[src/rtl/fragment_writer.sv]
// Fragment sink: depth test via read/compare/write on depth memory, RGB565 packing, framebuffer write.
// Optional build macro FRAG_WRITER_DITHER_EN enables a 4x4 ordered dither ahead of channel truncation.
module fragment_writer #(
  parameter int SCREEN_W     = 640,
  parameter int SCREEN_H     = 480,
  parameter int ADDR_W       = 19,
  parameter int DEPTH_RD_LAT = 1
) (
  input  logic              clk,
  input  logic              rst_n,
  input  logic              frag_valid,
  output logic              frag_ready,
  input  logic [11:0]       frag_x,
  input  logic [11:0]       frag_y,
  input  logic [31:0]       frag_z,
  input  logic [31:0]       frag_r,
  input  logic [31:0]       frag_g,
  input  logic [31:0]       frag_b,
  input  logic              z_test_en,
  output logic              z_rd_en,
  output logic [ADDR_W-1:0] z_rd_addr,
  input  logic [15:0]       z_rd_data,
  output logic              z_wr_en,
  output logic [ADDR_W-1:0] z_wr_addr,
  output logic [15:0]       z_wr_data,
  output logic              fb_wr_en,
  input  logic              fb_wr_ready,
  output logic [ADDR_W-1:0] fb_wr_addr,
  output logic [15:0]       fb_wr_data,
  input  logic              stats_clr,
  output logic [31:0]       cnt_written,
  output logic [31:0]       cnt_zfail,
  output logic [31:0]       cnt_clip
);

  typedef enum logic [1:0] {IDLE, RD, WAIT, WR} state_t;

  localparam int CNT_W = (DEPTH_RD_LAT > 1) ? $clog2(DEPTH_RD_LAT) : 1;

  state_t            state_reg, state_next;
  logic [CNT_W-1:0]  lat_cnt_reg, lat_cnt_next;
  logic [ADDR_W-1:0] addr_reg;
  logic [15:0]       znew_reg;
  logic [15:0]       color_reg;
  logic              zen_reg;
  logic [31:0]       written_reg, zfail_reg, clip_reg;

  logic              load, inc_written, inc_zfail, inc_clip;
  logic              clip;
  logic [ADDR_W-1:0] frag_addr;
  logic [15:0]       znew, r_frac, g_frac, b_frac, pack_color;
  logic              unused_frac;

  // S15.16 -> 16-bit fraction: negatives clamp to 0, 1.0 and above clamp to full scale
  function automatic logic [15:0] sat16(input logic [31:0] v);
    if (v[31])
      return 16'h0000;
    else if (v[30:16] != 15'd0)
      return 16'hFFFF;
    else
      return v[15:0];
  endfunction

`ifdef FRAG_WRITER_DITHER_EN
  function automatic logic [3:0] dither_m(input logic [1:0] yy, input logic [1:0] xx);
    case ({yy, xx})
      4'h0: return 4'd0;   4'h1: return 4'd8;   4'h2: return 4'd2;   4'h3: return 4'd10;
      4'h4: return 4'd12;  4'h5: return 4'd4;   4'h6: return 4'd14;  4'h7: return 4'd6;
      4'h8: return 4'd3;   4'h9: return 4'd11;  4'hA: return 4'd1;   4'hB: return 4'd9;
      4'hC: return 4'd15;  4'hD: return 4'd7;   4'hE: return 4'd13;  default: return 4'd5;
    endcase
  endfunction

  function automatic logic [15:0] add_sat(input logic [15:0] f, input logic [10:0] d);
    logic [16:0] s;
    s = {1'b0, f} + {6'd0, d};
    return s[16] ? 16'hFFFF : s[15:0];
  endfunction

  logic [3:0] dm;
  always_comb begin
    dm     = dither_m(frag_y[1:0], frag_x[1:0]);
    r_frac = add_sat(sat16(frag_r), {dm, 7'd0});
    g_frac = add_sat(sat16(frag_g), {1'b0, dm, 6'd0});
    b_frac = add_sat(sat16(frag_b), {dm, 7'd0});
  end
`else
  always_comb begin
    r_frac = sat16(frag_r);
    g_frac = sat16(frag_g);
    b_frac = sat16(frag_b);
  end
`endif

  assign pack_color  = {r_frac[15:11], g_frac[15:10], b_frac[15:11]};
  assign unused_frac = ^{r_frac[10:0], g_frac[9:0], b_frac[10:0]};
  assign znew        = sat16(frag_z);
  assign frag_addr   = ADDR_W'(32'(frag_y) * 32'(SCREEN_W) + 32'(frag_x));
  assign clip        = (32'(frag_x) >= 32'(SCREEN_W)) || (32'(frag_y) >= 32'(SCREEN_H));

  always_comb begin
    state_next   = state_reg;
    lat_cnt_next = lat_cnt_reg;
    load         = 1'b0;
    inc_written  = 1'b0;
    inc_zfail    = 1'b0;
    inc_clip     = 1'b0;
    case (state_reg)
      IDLE: begin
        if (frag_valid) begin
          if (clip) begin
            inc_clip = 1'b1;
          end else begin
            load       = 1'b1;
            state_next = z_test_en ? RD : WR;
          end
        end
      end
      RD: begin
        lat_cnt_next = '0;
        state_next   = WAIT;
      end
      WAIT: begin
        if (lat_cnt_reg == CNT_W'(DEPTH_RD_LAT - 1)) begin
          // Strictly nearer wins; equal depth is rejected
          if (znew_reg < z_rd_data) begin
            state_next = WR;
          end else begin
            inc_zfail  = 1'b1;
            state_next = IDLE;
          end
        end else begin
          lat_cnt_next = lat_cnt_reg + CNT_W'(1);
        end
      end
      WR: begin
        if (fb_wr_ready) begin
          inc_written = 1'b1;
          state_next  = IDLE;
        end
      end
      default: state_next = IDLE;
    endcase
  end

  always_ff @(posedge clk) begin
    if (!rst_n) begin
      state_reg   <= IDLE;
      lat_cnt_reg <= '0;
      addr_reg    <= '0;
      znew_reg    <= '0;
      color_reg   <= '0;
      zen_reg     <= 1'b0;
      written_reg <= '0;
      zfail_reg   <= '0;
      clip_reg    <= '0;
    end else begin
      state_reg   <= state_next;
      lat_cnt_reg <= lat_cnt_next;
      if (load) begin
        addr_reg  <= frag_addr;
        znew_reg  <= znew;
        color_reg <= pack_color;
        zen_reg   <= z_test_en;
      end
      if (stats_clr) begin
        written_reg <= '0;
        zfail_reg   <= '0;
        clip_reg    <= '0;
      end else begin
        if (inc_written) written_reg <= written_reg + 32'd1;
        if (inc_zfail)   zfail_reg   <= zfail_reg + 32'd1;
        if (inc_clip)    clip_reg    <= clip_reg + 32'd1;
      end
    end
  end

  assign frag_ready  = (state_reg == IDLE);
  assign z_rd_en     = (state_reg == RD);
  assign z_rd_addr   = addr_reg;
  assign fb_wr_en    = (state_reg == WR);
  assign fb_wr_addr  = addr_reg;
  assign fb_wr_data  = color_reg;
  assign z_wr_en     = (state_reg == WR) && fb_wr_ready && zen_reg;
  assign z_wr_addr   = addr_reg;
  assign z_wr_data   = znew_reg;
  assign cnt_written = written_reg;
  assign cnt_zfail   = zfail_reg;
  assign cnt_clip    = clip_reg;

endmodule

[config.mk]
export PLATFORM = sky130hd
export DESIGN_NAME = fragment_writer
export DESIGN_NICKNAME = d
export VERILOG_FILES = /design/src/rtl/fragment_writer.sv
export SDC_FILE = /design/constraint.sdc
export NUM_CORES = 1
export LEC_CHECK = 0
export ABC_AREA = 1
export CAP_MARGIN = 20
export CORE_MARGIN = 4
export CORE_UTILIZATION = 45
export DETAILED_ROUTE_END_ITERATION = 16
export HOLD_SLACK_MARGIN = 0.06
export PLACE_DENSITY = 0.83
export REMOVE_ABC_BUFFERS = 1
export SYNTH_ARGS = -nofsm -noshare
export SYNTH_HDL_FRONTEND = slang
export SYNTH_SLANG_ARGS = --single-unit
[constraint.sdc]
create_clock -name clk -period 4.2 [get_ports clk]
set_input_delay 1.26 -clock clk [delete_from_list [all_inputs] [get_ports clk]]
set_output_delay 1.26 -clock clk [all_outputs]
set_load 0.005 [all_outputs]
==> impl_metrics.env, run 1 <==
export IMPL_status="finished, final reports clean"
export IMPL_first_iter_violations=623
export IMPL_io_pins=363
export IMPL_ctsHoldBuffers=0
export IMPL_irDropWorstVdd_mv=0.235
export IMPL_drc=0
export IMPL_diodes=0
export IMPL_post_cts_setup_buffer_count=0
export IMPL_hold_viol_final=0
export IMPL_numCtsBuffers=17
export IMPL_setup_ws_ns=0.420
export IMPL_fin_worst_skew_ns=0.00938
export IMPL_cap_violations=0
export IMPL_synth_adder_area_share_pct=5.62
export IMPL_design_core_area_mm2=0.0210
export IMPL_drt_total_wl_um=31600
export IMPL_antenna_found_initial=0
export IMPL_hold_class="reg -> reg"
export IMPL_use_met3_pct=7.33
export IMPL_gr_max_usage_layer="met2"
export IMPL_cts_max_level=4
export IMPL_yosysTopAreaCellShare_pct=31.2
export IMPL_use_met1_pct=31.8
export IMPL_synth_top_cell_by_area="dfxtp_1"
export IMPL_nNetsFinal=1984
export IMPL_cp_slowest_stage_delay_ns=0.54
export IMPL_ys_seq_area_share_pct=31.2
export IMPL_root_buffer="clkbuf_16"
export IMPL_fmax_mhz=265
export IMPL_cts_sinks=150
export IMPL_final_setup_tns_ns=0
export IMPL_dp_final_hpwl_um=24700
export IMPL_path_class="in -> out"
export IMPL_rsz0062_at_grt="false"
export IMPL_layout_min_cycle_time_ns=3.78
export IMPL_drive_gt1_share_pct=5.79
export IMPL_path_cells="clkdlybuf4s50_1, nand3_4, nor2_1, clkdlybuf4s50_1"
export IMPL_synth_distinct_cells=41
export IMPL_met2_usage_pct=42.1
export IMPL_critPathLaunchType="input pin"
export IMPL_place_area_mm2=0.0129
export IMPL_initial_core_util_pct=45.8
export IMPL_synthTopCellsByArea="dfxtp_1, nand2_1, nor2_1, a21oi_1, ha_1"
export IMPL_worstPathArrival_ns=2.52
export IMPL_yosysWarnings=0
export IMPL_p_leak_uw=0.00527
export IMPL_cp_max_fo=2
export IMPL_io_buffers=330
export IMPL_gr_usage_all_layers_pct=25.4
export IMPL_worstSkewPairLatency_ns=0.42
export IMPL_finalMaxSlewViolations=0
export IMPL_crit_top_cell="clkdlybuf4s50_1"
export IMPL_grt_pass1_wl_um=50000
export IMPL_crit_required_ns=2.94
export IMPL_cts_tree="built"
export IMPL_tightest_slew_ns=0.851
export IMPL_fin_area_mm2=0.0135
export IMPL_final_util_pct=64.4
export IMPL_detail_route_first_pass_iterations=5
export IMPL_relSlewSlack_pct=43.2
export IMPL_place_gp_congestion=0.965
export IMPL_vias_per_cell=5.18
export IMPL_num_vias=10642
export IMPL_drtAntennaViolNets=0
export IMPL_synth_top_family_by_area="simple AND/OR/NAND/NOR gates"
export IMPL_clockBufferDepth=2
export IMPL_place_ws_ns=0.116
export IMPL_synth_cells=1483
export IMPL_netlist_area_mm2=0.00962
export IMPL_power_density_mw_per_mm2=254
export IMPL_dieHeight_um=154
export IMPL_end_kind="primary output"
export IMPL_nFillCells=1874
export IMPL_clk_pin_slew_worst_paths_ns=0.06
export IMPL_synthSimpleGateAreaFrac_pct=38.4
export IMPL_slowest_stage="clkdlybuf4s50_1"
export IMPL_grt_pass1_vias=10171
export IMPL_synth_seq_cells=150
export IMPL_std_cell_rows=53
export IMPL_fp_dieW_um=154
export IMPL_synth_mux_area_fraction_pct=0
export IMPL_synth_compound_area_share_pct=10.0
export IMPL_overflow=0
export IMPL_synth_xor_xnor_area_share_pct=4.64
export IMPL_period_share_pct=90.0
export IMPL_synth_area_per_cell_um2=6.49
export IMPL_regToRegSetupSlack_ns=2.16
export IMPL_setup_viol=0
export IMPL_cts_resized=0
export IMPL_routedWlPerCell_um=15.4
export IMPL_grt_max_degree=45
export IMPL_syn_to_final_growth_pct=40.8
export IMPL_die_area_mm2=0.0238
-- area by class of cell --
class                      instances  area, µm²  area share (%)
multi-input combinational       1118       5660            41.8
sequential                       150       3000            22.2
clock buffer                      19        453            3.34
clock inverter                    12        145            1.07
inverter                         135        507            3.74
timing repair buffer             346       3440            25.4
tap                              275        344            2.54
-- cell usage in the layout, fill, tap and decap left out, types with 40 or more instances in the layout --
master / count
dfxtp_1: 150
clkdlybuf4s50_1: 330
nor3_1: 44
nor2_1: 170
a21oi_1: 101
nand2_1: 433
ha_1: 40
inv_1: 129
nand3_1: 76
o21ai_0: 70
-- stage by stage --
| step | total power, µW | cells | hold slack (ns) |
|---|---|---|---|
| finish | 3440 | 2055 | 0.484 |
| global route | 3570 | 2055 | 0.496 |
| CTS | 3460 | 2055 | 0.476 |
| detailed placement | 1900 | 2024 | 0.467 |
| global placement | 1890 | 2024 | 0.443 |
| floorplan | 1680 | 1403 | 0.429 |
-- cells by family after synthesis --
family	Yosys count
AOI/OAI and AO/OA	186
xor gates and xnor gates	51
adders and majority gates	42
buffers and inverters	215
DFF	150
and+or+nand+nor	839
-- cell usage after synthesis, drive strengths merged --
| cell | count |
|---|---|
| ha | 40 |
| nand2 | 438 |
| nor2 | 179 |
| buf | 55 |
| a211oi | 1 |
| o21a | 7 |
| nand4 | 23 |
| xor2 | 33 |
| a21oi | 101 |
| a41oi | 1 |
| nor3 | 47 |
| a31oi | 2 |
| or2 | 34 |
| o21ai | 73 |
| xnor2 | 18 |
| fa | 2 |
| nand3 | 80 |
| clkinv | 2 |
| nand2b | 1 |
| dfxtp | 150 |
| o211ai | 1 |
| and2 | 1 |
| nor3b | 5 |
| nor4 | 13 |
| inv | 133 |
| nand3b | 18 |
| clkbuf | 25 |
-- per-layer routing --
metal / vias up / share of wire (%)
met1: 4845 / 42
met4: 0 / 2.5
met5: - / 0
li1: 5322 / -
met3: 53 / 9.1
met2: 422 / 47
-- path summary, 6_finish.rpt --
path,start,end,depth (start not counted)
hold / removal,zen_reg,zen_reg,2
setup reg to reg,state_reg[1],state_reg[1],6
hold reg to reg,zen_reg,zen_reg,2
setup / recovery,fb_wr_ready,z_wr_en,4
-- critical path, delay by kind of cell --
kind                   cells  cell delay (ns)
and+or+nand+nor            2             0.19
buffers and inverters      2             1.08
-- power breakdown --
part | switching, µW | internal [µW] | total [µW]
Sequential | 5.26 | 1430 | 1430
Combinational | 219 | 225 | 445
Clock | 645 | 916 | 1560
Note: power is estimated with default switching activity, not from simulation.
==> run 2: changes to the inputs <==
--- a/config.mk
+++ b/config.mk
@@ -5,13 +5,12 @@
 export SDC_FILE = /design/constraint.sdc
 export NUM_CORES = 1
 export LEC_CHECK = 0
-export ABC_AREA = 1
 export CAP_MARGIN = 20
 export CORE_MARGIN = 4
-export CORE_UTILIZATION = 45
+export CORE_UTILIZATION = 43
 export DETAILED_ROUTE_END_ITERATION = 16
 export HOLD_SLACK_MARGIN = 0.06
-export PLACE_DENSITY = 0.83
+export PLACE_DENSITY = 0.84
 export REMOVE_ABC_BUFFERS = 1
 export SYNTH_ARGS = -nofsm -noshare
 export SYNTH_HDL_FRONTEND = slang
==> run 2 against run 1 <==
Compared with the run above:
- synthesized cell count down 33%
- routed wire length down 16%
- clock skew up 0.0016 ns
- combinational power down 11%
- critical path depth unchanged
- design area down 12%
- critical endpoint unchanged
- largest power group unchanged
==> impl_metrics.env, run 2 <==
export IMPL_synth_edf_count=0
export IMPL_tightest_slew_ns=0.742
export IMPL_grt_max_degree=61
export IMPL_fin_worst_skew_ns=0.0110
export IMPL_dieHeight_um=145
export IMPL_worstPathArrival_ns=2.71
export IMPL_path_class="in -> out"
export IMPL_post_cts_setup_buffer_count=0
export IMPL_layout_commonest_cell="clkdlybuf4s50_1"
export IMPL_synth_seq_cells=150
export IMPL_critPathLaunchType="input pin"
export IMPL_yosysWarnings=0
export IMPL_irDropWorstVdd_mv=0.239
export IMPL_crit_required_ns=2.94
export IMPL_routedWlPerCell_um=17.5
export IMPL_period_share_pct=94.5
export IMPL_internal_power_uw=2550
export IMPL_synth_top_cell_by_area="dfxtp_1"
export IMPL_std_cell_rows=49
export IMPL_end_kind="primary output"
export IMPL_hold_viol_final=0
export IMPL_finalPower_uw=3380
export IMPL_swShare_pct=24.7
export IMPL_power_switching_uw=836
export IMPL_clk_pin_slew_worst_paths_ns=0.06
export IMPL_worstSkewPairLatency_ns=0.41
export IMPL_ctsHoldBuffers=0
export IMPL_async_flop_share_pct=0
export IMPL_final_cell_mix="clkdlybuf4s50_1, dfxtp_1, nor2_1"
export IMPL_cts_tree="built"
export IMPL_synth_most_common_cell="dfxtp_1"
export IMPL_clockPowerShare_pct=45.7
export IMPL_status="finished, final reports clean"
export IMPL_cts_resized=0
export IMPL_nNetsFinal=1485
export IMPL_rsz0062_at_grt="false"
export IMPL_synthTopCellsByArea="dfxtp_1, nor2_1, ha_1, a21oi_1, xor2_1"
export IMPL_synthFlopType="dfxtp_1"
export IMPL_final_util_pct=65.5
export IMPL_clockBufferDepth=2
export IMPL_vias_per_cell=5.49
export IMPL_die_area_mm2=0.0211
export IMPL_finalMaxSlewViolations=0
export IMPL_synth_cells=987
export IMPL_drc=0
export IMPL_synth_common_cells="dfxtp_1, nor2_1, a21oi_1"
export IMPL_io_pins=363
export IMPL_first_iter_violations=325
export IMPL_yosysTopAreaCellShare_pct=37.1
export IMPL_layout_min_cycle_time_ns=3.97
export IMPL_cap_violations=0
export IMPL_synth_distinct_cells=59
export IMPL_cp_max_fo=3
export IMPL_numCtsBuffers=17
export IMPL_drtAntennaViolNets=0
export IMPL_setup_viol=0
export IMPL_fmax_mhz=252
export IMPL_hold_class="reg -> reg"
export IMPL_gr_usage_all_layers_pct=24.0
export IMPL_detail_route_first_pass_iterations=5
export IMPL_initial_core_util_pct=44.4
export IMPL_comb_power_share_pct=11.7
export IMPL_drt_total_wl_um=26400
export IMPL_antenna_found_initial=1
export IMPL_cts_sinks=150
export IMPL_fp_dieW_um=145
export IMPL_grt_pass1_vias=7981
export IMPL_dp_final_hpwl_um=20600
export IMPL_grt_pass1_wl_um=41300
export IMPL_final_setup_tns_ns=0
export IMPL_io_buffers=330
export IMPL_ys_seq_area_share_pct=37.1
export IMPL_drive_gt1_share_pct=4.91
export IMPL_overflow=0
export IMPL_netlist_area_mm2=0.00809
export IMPL_root_buffer="clkbuf_16"
export IMPL_power_density_mw_per_mm2=284
export IMPL_relSlewSlack_pct=50.4
export IMPL_num_vias=8306
export IMPL_syn_to_final_growth_pct=47.4
export IMPL_synth_area_per_cell_um2=8.20
export IMPL_design_core_area_mm2=0.0182
export IMPL_holdWs_ns=0.459
export IMPL_p_leak_uw=0.00427
export IMPL_place_gp_congestion=0.882
export IMPL_cts_max_level=4
export IMPL_seqPwrFrac_pct=42.6
## run 2: cell families (layout without fill, tap and decap cells)
group,count (synthesis),after routing,share of synthesized area [%]
adders and majority gates,42,42,6.68
muxes,2,2,0.247
xor gates and xnor gates,65,65,7.04
other,0,1,0
DFF,150,150,37.1
AOI/OAI and AO/OA,178,178,13.1
and+or+nand+nor,439,439,28.4
buffers and inverters,111,406,7.42
## run 2: critical path, stage by stage
cell and delay (ns):
clkdlybuf4s50_1 0.56, and3_1 0.21, and2_1 0.13, clkdlybuf4s50_1 0.55
## run 2: cell type report
cell class | instances | area [µm²]
antenna | 1 | 2.50
clock buffer | 18 | 429
clock inverter | 14 | 164
fill | 1522 | 6290
inverter | 27 | 101
multi-input combinational | 726 | 4490
sequential | 150 | 3000
tap | 229 | 287
timing repair buffer | 347 | 3440
## run 2: power by group through the flow
stage / sequential (µW) / combinational [µW] / clock [µW]
floorplan: 1470 / 179 / 0
global placement: 1470 / 383 / 0
detailed placement: 1470 / 393 / 0
CTS: 1440 / 395 / 1570
global route: 1440 / 431 / 1650
finish: 1440 / 394 / 1550
## run 2: metal layers
| metal | routed length (µm) | global-route usage [%] |
|---|---|---|
| met1 | 10400 | 27.2 |
| met2 | 13200 | 42.7 |
| met3 | 2040 | 7.20 |
| met4 | 777 | 8.78 |
| met5 | 0 | 0 |
## run 2: per-stage QoR
| step | instance area [µm²] | setup WS [ns] | instances |
|---|---|---|---|
| detailed placement | 11300 | 0.0804 | 1479 |
| CTS | 11900 | 0.245 | 1511 |
| floorplan | 7590 | 0.557 | 903 |
| global placement | 11300 | 0.153 | 1479 |
| global route | 11900 | 0.226 | 1512 |
| finish | 11900 | 0.230 | 1512 |
## run 2: worst paths after layout
| check | startpoint | to | slack (ns) | depth (start not counted) |
|---|---|---|---|---|
| worst max-delay path | fb_wr_ready | z_wr_en | 0.23 | 4 |
| worst min-delay path | zen_reg | zen_reg | 0.46 | 2 |
| worst max register to register | cnt_zfail[8] | cnt_zfail[28] | 1.81 | 7 |
| worst min register to register | zen_reg | zen_reg | 0.46 | 2 |
==> run 3: changes to the inputs <==
--- a/config.mk
+++ b/config.mk
@@ -5,7 +5,6 @@
 export SDC_FILE = /design/constraint.sdc
 export NUM_CORES = 1
 export LEC_CHECK = 0
-export CAP_MARGIN = 20
 export CORE_MARGIN = 4
 export CORE_UTILIZATION = 43
 export DETAILED_ROUTE_END_ITERATION = 16
==> results of run 3 <==
Final layout, timing and power as in run 2 (identical DEF).
